--- config.mk ---
export PLATFORM = sky130hd
export DESIGN_NAME = timer_controller
export DESIGN_NICKNAME = d
export VERILOG_FILES = /design/src/rtl/timer_controller.sv
export SDC_FILE = /design/constraint.sdc
export NUM_CORES = 1
export LEC_CHECK = 0
export CORE_MARGIN = 2
export CORE_UTILIZATION = 56
export CTS_CLUSTER_SIZE = 8
export DETAILED_ROUTE_END_ITERATION = 7
export PLACE_DENSITY = 0.89
export SLEW_MARGIN = 25
export SYNTH_ARGS = -nofsm -noshare
export SYNTH_HDL_FRONTEND = slang
export SYNTH_SLANG_ARGS = --single-unit
--- constraint.sdc ---
create_clock -name clk -period 2.05 [get_ports clk]
set_clock_uncertainty 0.15 [all_clocks]
set_input_delay 0.615 -clock clk [delete_from_list [all_inputs] [get_ports clk]]
set_output_delay 0.615 -clock clk [all_outputs]
set_load 0.03 [all_outputs]
--- src/rtl/timer_controller.sv ---
// Egg-timer MM:SS countdown control: preset storage, four BCD digit down-counters,
// run/pause/alarm sequencing from a 1 Hz tick and debounced button pulses.

module digit_counter #(
  parameter logic [3:0] MAX       = 4'd9,
  parameter bit         DIRECTION = 1'b0
) (
  input  logic       clk,
  input  logic       reset,
  input  logic       load,
  input  logic       enable,
  input  logic [3:0] start_count,
  output logic [3:0] count
);

  logic [3:0] count_r;

  // Digit register: load dominates enable; counts wrap between 0 and MAX.
  always_ff @(posedge clk or posedge reset) begin
    if (reset) begin
      count_r <= 4'd0;
    end else if (load) begin
      count_r <= start_count;
    end else if (enable) begin
      if (DIRECTION == 1'b0) begin
        count_r <= (count_r == 4'd0) ? MAX : count_r - 4'd1;
      end else begin
        count_r <= (count_r >= MAX) ? 4'd0 : count_r + 4'd1;
      end
    end else begin
      count_r <= count_r;
    end
  end

  assign count = count_r;

endmodule

module timer_controller #(
  parameter logic [7:0] DEFAULT_MIN = 8'h03,
  parameter logic [7:0] DEFAULT_SEC = 8'h00,
  parameter int         ALARM_TICKS = 30
) (
  input  logic        clk,
  input  logic        reset,
  input  logic        tick,
  input  logic        btn_start_stop,
  input  logic        btn_clear,
  input  logic        btn_inc_min,
  input  logic        btn_inc_sec,
  output logic [15:0] digits,
  output logic        running,
  output logic        paused,
  output logic        alarm,
  output logic [1:0]  state
);

  typedef enum logic [1:0] {
    IDLE  = 2'd0,
    RUN   = 2'd1,
    PAUSE = 2'd2,
    ALARM = 2'd3
  } state_t;

  localparam logic [7:0] ALARM_LAST = 8'(ALARM_TICKS - 1);

  state_t     state_r;
  state_t     next_state_s;
  logic [7:0] preset_min_r;
  logic [7:0] preset_sec_r;
  logic [7:0] alarm_cnt_r;
  logic [3:0] s0_s, s1_s, m0_s, m1_s;
  logic       load_s;
  logic       en_s0_s, en_s1_s, en_m0_s, en_m1_s;
  logic       final_tick_s;
  logic       preset_zero_s;

  // BCD increment of a two-digit value; tens wrap to 0 once they reach tens_max.
  function automatic logic [7:0] bcd_inc(input logic [7:0] v, input logic [3:0] tens_max);
    logic [7:0] r;
    if (v[3:0] >= 4'd9) begin
      r[3:0] = 4'd0;
      if (v[7:4] >= tens_max) begin
        r[7:4] = 4'd0;
      end else begin
        r[7:4] = v[7:4] + 4'd1;
      end
    end else begin
      r = {v[7:4], v[3:0] + 4'd1};
    end
    return r;
  endfunction

  digit_counter #(.MAX(4'd9), .DIRECTION(1'b0)) u_sec_ones (
    .clk(clk), .reset(reset), .load(load_s), .enable(en_s0_s),
    .start_count(preset_sec_r[3:0]), .count(s0_s)
  );
  digit_counter #(.MAX(4'd5), .DIRECTION(1'b0)) u_sec_tens (
    .clk(clk), .reset(reset), .load(load_s), .enable(en_s1_s),
    .start_count(preset_sec_r[7:4]), .count(s1_s)
  );
  digit_counter #(.MAX(4'd9), .DIRECTION(1'b0)) u_min_ones (
    .clk(clk), .reset(reset), .load(load_s), .enable(en_m0_s),
    .start_count(preset_min_r[3:0]), .count(m0_s)
  );
  digit_counter #(.MAX(4'd9), .DIRECTION(1'b0)) u_min_tens (
    .clk(clk), .reset(reset), .load(load_s), .enable(en_m1_s),
    .start_count(preset_min_r[7:4]), .count(m1_s)
  );

  assign digits = {m1_s, m0_s, s1_s, s0_s};
  assign state  = state_r;

  // Counter control: load while idle, tick-gated borrow chain while running.
  always_comb begin
    load_s        = (state_r == IDLE);
    preset_zero_s = (preset_min_r == 8'h00) && (preset_sec_r == 8'h00);
    if (state_r == RUN) begin
      en_s0_s      = tick;
      en_s1_s      = tick && (s0_s == 4'd0);
      en_m0_s      = tick && (s0_s == 4'd0) && (s1_s == 4'd0);
      en_m1_s      = tick && (s0_s == 4'd0) && (s1_s == 4'd0) && (m0_s == 4'd0);
      final_tick_s = tick && (digits == 16'h0001);
    end else begin
      en_s0_s      = 1'b0;
      en_s1_s      = 1'b0;
      en_m0_s      = 1'b0;
      en_m1_s      = 1'b0;
      final_tick_s = 1'b0;
    end
  end

  // Next-state selection; clear beats start/stop, and the final tick beats pause.
  always_comb begin
    next_state_s = state_r;
    case (state_r)
      IDLE: begin
        if (btn_clear) begin
          next_state_s = IDLE;
        end else if (btn_start_stop && !preset_zero_s) begin
          next_state_s = RUN;
        end else begin
          next_state_s = IDLE;
        end
      end
      RUN: begin
        if (btn_clear) begin
          next_state_s = IDLE;
        end else if (final_tick_s) begin
          next_state_s = ALARM;
        end else if (btn_start_stop) begin
          next_state_s = PAUSE;
        end else begin
          next_state_s = RUN;
        end
      end
      PAUSE: begin
        if (btn_clear) begin
          next_state_s = IDLE;
        end else if (btn_start_stop) begin
          next_state_s = RUN;
        end else begin
          next_state_s = PAUSE;
        end
      end
      ALARM: begin
        if (btn_clear || btn_start_stop) begin
          next_state_s = IDLE;
        end else if (tick && (alarm_cnt_r >= ALARM_LAST)) begin
          next_state_s = IDLE;
        end else begin
          next_state_s = ALARM;
        end
      end
      default: next_state_s = IDLE;
    endcase
  end

  // State register with status flags decoded from the next state so they stay in step.
  always_ff @(posedge clk or posedge reset) begin
    if (reset) begin
      state_r <= IDLE;
      running <= 1'b0;
      paused  <= 1'b0;
      alarm   <= 1'b0;
    end else begin
      state_r <= next_state_s;
      running <= (next_state_s == RUN);
      paused  <= (next_state_s == PAUSE);
      alarm   <= (next_state_s == ALARM);
    end
  end

  // Alarm duration counter; held at zero outside ALARM so each entry starts fresh.
  always_ff @(posedge clk or posedge reset) begin
    if (reset) begin
      alarm_cnt_r <= 8'd0;
    end else if (state_r != ALARM) begin
      alarm_cnt_r <= 8'd0;
    end else if (tick) begin
      alarm_cnt_r <= alarm_cnt_r + 8'd1;
    end else begin
      alarm_cnt_r <= alarm_cnt_r;
    end
  end

  // Preset registers; only the idle state may edit them.
  always_ff @(posedge clk or posedge reset) begin
    if (reset) begin
      preset_min_r <= DEFAULT_MIN;
      preset_sec_r <= DEFAULT_SEC;
    end else if (state_r == IDLE) begin
      if (btn_inc_min) begin
        preset_min_r <= bcd_inc(preset_min_r, 4'd9);
      end else begin
        preset_min_r <= preset_min_r;
      end
      if (btn_inc_sec) begin
        preset_sec_r <= bcd_inc(preset_sec_r, 4'd5);
      end else begin
        preset_sec_r <= preset_sec_r;
      end
    end else begin
      preset_min_r <= preset_min_r;
      preset_sec_r <= preset_sec_r;
    end
  end

endmodule

==> After elaboration in Yosys (flattened, before gate mapping) <==
Cells that the tools add are included.
W data, S select, Z words.
{ "totals": {"ff_bits": 45, "input_bits": 7, "output_inout_bits": 21, "wordCells": 93} }
{ "classes": {"addsub": 9, "n_lt_le_gt_ge": 5, "eq_ne": 8, "mux": 33, "reduce_logical": 25} }
{ "op_table": {"columns": ["operator", "n"], "rows": [
  ["$mux W4", 16],
  ["$add A4 B1 Y4 const B", 4],
  ["$eq A16 B1 Y1 const B", 1],
  ["$logic_not A4 Y1", 4],
  ["$logic_not A8 Y1", 2],
  ["$mux W8", 2],
  ["$sub A4 B1 Y4 const B", 4],
  ["$mux W2", 7],
  ["$ge A4 B4 Y1 const B", 3],
  ["$reduce_bool A2 Y1", 5],
  ["$add A8 B1 Y8 const B", 1],
  ["$eq A2 B2 Y1 const B", 4],
  ["$ge A8 B5 Y1 const B", 1],
  ["$pmux W2 S4", 1],
  ["$logic_and A1 B1 Y1", 7],
  ["$mux W1", 7],
  ["$reduce_and A3 Y1", 2],
  ["$eq A2 B1 Y1 const B", 2],
  ["$ge A4 B3 Y1 const B", 1],
  ["$reduce_and A2 Y1", 2],
  ["$logic_not A2 Y1", 1],
  ["$ne A2 B2 Y1 const B", 1],
  ["$logic_not A1 Y1", 1],
  ["$logic_or A1 B1 Y1", 1]
]} }

==> Logic depth before layout (Yosys ltp) <==
{ "depth": {"depth_word": 8, "mapped_depth": 6} }

==> Hierarchy <==
From an unflattened synthesis, not the netlist that was laid out.
{ "hier_totals": {"cells_unflattened": 268, "area_unflattened_um2": 2608.8} }
{ "by_module_without_submodules": {"columns": ["mod", "instances", "cells_per_inst", "area_each_um2", "seq_area_each_um2"], "rows": [
  ["timer_controller", 1, 181, 1744.2, 728.2],
  ["digit_counter (u_min_ones ...)", 3, 22, 219.0, 100.1],
  ["digit_counter (u_sec_tens)", 1, 21, 207.7, 100.1]
]} }

==> Worst setup path after synthesis <==
No wires, ideal clock.
{ "synth_path": {"path_type": "reg2reg", "from": "register u_sec_ones.count_r[1] (netlist: u_sec_ones.count[1])", "to": "register u_min_tens.count_r[1] (netlist: u_min_tens.count[1])", "setup_ps": 82, "arrival_ps": 1758, "t_required_ps": 1818, "slack_ps": 60, "path_stages_with_launch": 6, "path_buffers": 1, "period_less_slack_ps": 1990, "cell_sequence": "dfrtp_1 clkbuf_1 nor3_1 nand4_2 or4_1 a31oi_1"} }
{ "synth_via": {"elab_chain_len": 6} }
{ "synth_lines": {"columns": ["item", "line", "rtl"], "rows": [
  ["start, declared", "16", "logic [3:0] count_r;"],
  ["start signal, assigned", "23", "count_r <= start_count;"],
  ["start signal, assigned", "26", "count_r <= (count_r == 4'd0) ? MAX : count_r - 4'd1;"],
  ["start signal, assigned", "28", "count_r <= (count_r >= MAX) ? 4'd0 : count_r + 4'd1;"],
  ["$logic_not A4 Y1", "122", "en_m1_s = tick && (s0_s == 4'd0) && (s1_s == 4'd0) && (m0_s == 4'd0);"],
  ["$logic_and A1 B1 Y1 (3 in a row)", "122", null],
  ["$mux W1", "118", "if (state_r == RUN) begin"],
  ["$reduce_bool A2 Y1 (no source line)", null, null],
  ["end signal, assigned", "26", null],
  ["end signal, assigned", "28", null],
  ["end signal, assigned", "31", "count_r <= count_r;"],
  ["end, declared", "16", null]
]} }
Every way passes these cells.
A chain may end at the register's enable or synchronous reset.

==> Final worst setup path <==
{ "layout_path": {"from": "register u_min_ones.count_r[0] (netlist: u_min_ones.count[0])", "to": "register u_min_tens.count_r[2] (netlist: u_min_tens.count[2])"} }
{ "layout_via": {"elab_chain_len": 4} }
{ "layout_lines": {"columns": ["item", "line"], "rows": [
  ["start, declared", "16"],
  ["start signal, assigned", "23"],
  ["start signal, assigned", "26"],
  ["start signal, assigned", "28"],
  ["$logic_not A4 Y1", "122"],
  ["$logic_and A1 B1 Y1", "122"],
  ["$mux W1", "118"],
  ["$reduce_bool A2 Y1 (no source line)", null]
]} }
Every way passes these cells.

==> results.py <==
metrics = {
    "floorplan": {
        "coreArea_sq_um": 4410,
        "io_pins": 28,
        "dieArea_sq_um": 5230,
        "die_height_um": 72.3,
        "die_width_um": 72.3,
        "initial_utilization": 0.592,
        "num_rows": 24,
    },
    "timing": {
        "slew_headroom": 0.641,
        "setup_violations": 1,
        "tightest_slew_ns": 0.535,
        "max_freq_mhz": 487,
        "fin_crit_ns": 2.05,
        "setup_slack_ns": -0.00325,
        "hold_violations": 0,
        "min_period_over_period": 1.00,
        "maxSlewViolCount": 0,
    },
    "placement": {
        "io_buffer_count": 27,
        "place_area_sq_um": 3120,
        "place_hpwl_um": 4580,
        "placedCellCount": 377,
        "gp_congestion": 0.895,
        "pre_cts_slack_ns": -0.498,
    },
    "worst_setup_path": {
        "crit_family": "simple AND/OR/NAND/NOR gates",
        "worstPathMaxFanout": 6,
        "path_cells": "or3_1 > or2_1 > or4_1 > a31oi_1",
        "worstSetupPathType": "register to register",
        "cp_num_buf_inv": 0,
        "start_kind": "register",
        "max_stage_delay_ns": 0.46,
        "slowest_stage": "or3_1",
        "endpoint_kind": "register",
        "cp.required_ns": 2.12,
        "cp.arrival_ns": 2.12,
    },
    "routing": {
        "routed_wl_um": 6760,
        "vias": 2426,
        "wl_per_cell_um": 17.3,
        "post_drt_via_cell_ratio": 6.20,
        "drcViolationCount": 0,
        "antenna_left": 0,
        "drtIter0Drc": 248,
        "first_pass_iters": 5,
    },
    "clocking": {
        "insertion_delay_ns": 0.30,
        "cts_hold_buf": 0,
        "h-tree-depth": 2,
        "numCtsBuffers": 5,
        "clock_tree.root_cell": "clkbuf_8",
        "cts.clk_slew.worst_paths_ns": 0.09,
        "cts_sinks": 45,
        "clk_path_buf_depth": 2,
        "cts_tree": "yes",
    },
    "pwr": {
        "internal_power_uw": 2200,
        "p_seq_frac": 0.394,
        "p_total_uw": 4040,
        "pwr-share-clk": 0.152,
        "leakage_uw": 0.00146,
        "ir_drop_mv": 0.639,
        "power.switching_uw": 1840,
        "power_frac_comb": 0.454,
        "sw_frac_of_total": 0.456,
        "p_per_area_nw_per_um2": 1230,
    },
    "grt": {
        "grt_pass1_vias": 2379,
        "use_met2": 0.478,
        "grt_start_max_net_pins": 22,
        "grt_remaining_overflow": 0,
        "grt_pass1_wl_um": 11200,
        "use_met3": 0.0528,
        "top_usage_layer": "met2",
        "met1_usage": 0.346,
        "grt_use_total": 0.274,
        "antenna_found_initial": 0,
    },
    "synth": {
        "synth_area_sq_um": 2620,
        "ys.flop_type": "dfrtp_1",
        "synth_edf_count": 0,
        "async_flop_share": 1.00,
        "seq_area_frac_synth": 0.432,
        "ys_top_cells_by_area": "dfrtp_1, ha_1, nand2_1",
        "synth_nets": 308,
        "synth.ff_latch_count": 45,
        "synth_cell_types": 50,
        "syn_inst": 283,
        "synth_top_area_cell": "dfrtp_1",
        "syn_area_per_cell_sq_um": 9.24,
        "synth_warnings": 0,
        "yosys.area.top_type_share": 0.411,
    },
    "flow_run": {
        "max-cap-violations": 0,
    },
    "layout": {
        "fin_area_sq_um": 3280,
        "area_growth_pct": 25.6,
        "nets": 363,
        "n_antenna_cell": 0,
        "n_fill_cell": 292,
        "layout.cells.non_filler": 391,
        "drive_above_1_share": 0.153,
    },
    "status": {
        "violations": "setup timing",
        "outcome": "complete, but fails checks",
    },
    "hold_path": {
        "hp-class": "register to register",
    },
}
## final timing paths
kind	startpoint	cells past startpoint	slack, ns	to
worst max-delay path	u_min_ones.count[0]	4	-0.003	u_min_tens.count[2]
worst min-delay path	preset_min_r[1]	2	0.38	preset_min_r[1]
worst max register to register	u_min_ones.count[0]	4	-0.003	u_min_tens.count[2]
worst min register to register	preset_min_r[1]	2	0.38	preset_min_r[1]
max in group asynchronous	reset	3	0.84	state[0]
min in group asynchronous	reset	2	0.47	preset_min_r[6]
## tightest hold or removal path, stage by stage, from the launching register on
cell,delay [ns]
dfstp_2,0.40
nand2_1,0.06
o21ai_0,0.08
## layout by cell type, fill, tap and decap left out, types with 4 or more instances in the layout
cell and instances:
dlygate4sd2_1 22, xor2_1 4, a31oi_1 11, nand4_1 8, nor2_1 23, dfrtp_1 43
or3_1 6, o21ai_1 10, ha_1 18, clkdlybuf4s50_1 4, nand2_1 24, xnor2_1 4
a21oi_1 11, nand3_1 8, o31ai_1 4, inv_1 21, mux2i_1 4, o21ai_0 17
nor3_1 6, clkbuf_8 7, or4_1 6, buf_4 27, nand2b_1 4
## logic make-up (layout without fill, tap and decap cells)
group	after synthesis	in the layout	share of synthesized area
and+or+nand+nor	113	113	0.247
AOI/OAI and AO/OA	65	65	0.149
DFF	45	45	0.432
buffers and inverters	30	86	0.0435
adders and majority gates	18	18	0.0861
xor gates and xnor gates	8	8	0.0268
muxes	4	4	0.0153
## cell usage after synthesis (all sizes together), types with 3 or more instances
library cell and n:
or3 8, xnor2 4, or3b 4, nand3 8, nor2 24, nor4 3, ha 18, inv 22
mux2i 4, o31ai 4, or4 6, nand2b 4, a31oi 11, clkbuf 7, nand2 24, nand4 10
nor4b 3, o21ai 27, a21oi 12, xor2 4, nor3 7, dfrtp 43
## power by group through the flow
stage | combinational, uW | clock, uW | sequential [uW]
6_report | 1830 | 613 | 1590
3_3_place_gp | 1700 | 0 | 1550
4_1_cts | 1730 | 609 | 1570
5_1_grt | 2000 | 652 | 1630
3_5_place_dp | 1780 | 0 | 1580
2_1_floorplan | 870 | 0 | 1750
## sequential cells by signal, indices dropped and copies added, names as in the netlist
signal            flops
alarm                 1
alarm_cnt_r           8
paused                1
preset_min_r          8
preset_sec_r          8
running               1
state                 2
u_min_ones.count      4
u_min_tens.count      4
u_sec_ones.count      4
u_sec_tens.count      4
## layer usage
layer | share of wire | routed length [um]
met2 | 0.52 | 3510
met1 | 0.40 | 2730
met3 | 0.061 | 414
met5 | 0 | 0
met4 | 0.016 | 105
## stage by stage
stage	util	setup TNS (ns)	hold WS [ns]
floorplan	-	0	0.324
global placement	0.706	-7.54	0.350
detailed placement	0.706	-8.43	0.375
CTS	0.730	0	0.388
global route	0.744	-0.111	0.415
finish	0.744	-0.00325	0.385
## repair_timing
item | CTS | global route
setup buffers | 2 | 4
pin swaps | 1 | 2
setup endpoints to repair | 34 | 9
gates resized for setup | 25 | 6
## layout make-up
type / instances / area [sq um] / share of cell area
Multi-Input combinational cell: 208 / 1420 / 0.432
Tap cell: 52 / 65.1 / 0.0198
Sequential cell: 45 / 1130 / 0.344
Clock inverter: 1 / 5.00 / 0.00152
Timing Repair Buffer: 56 / 488 / 0.149
Clock buffer: 7 / 96.3 / 0.0293
Inverter: 22 / 82.6 / 0.0252
Note: power is estimated with default switching activity, not from simulation.
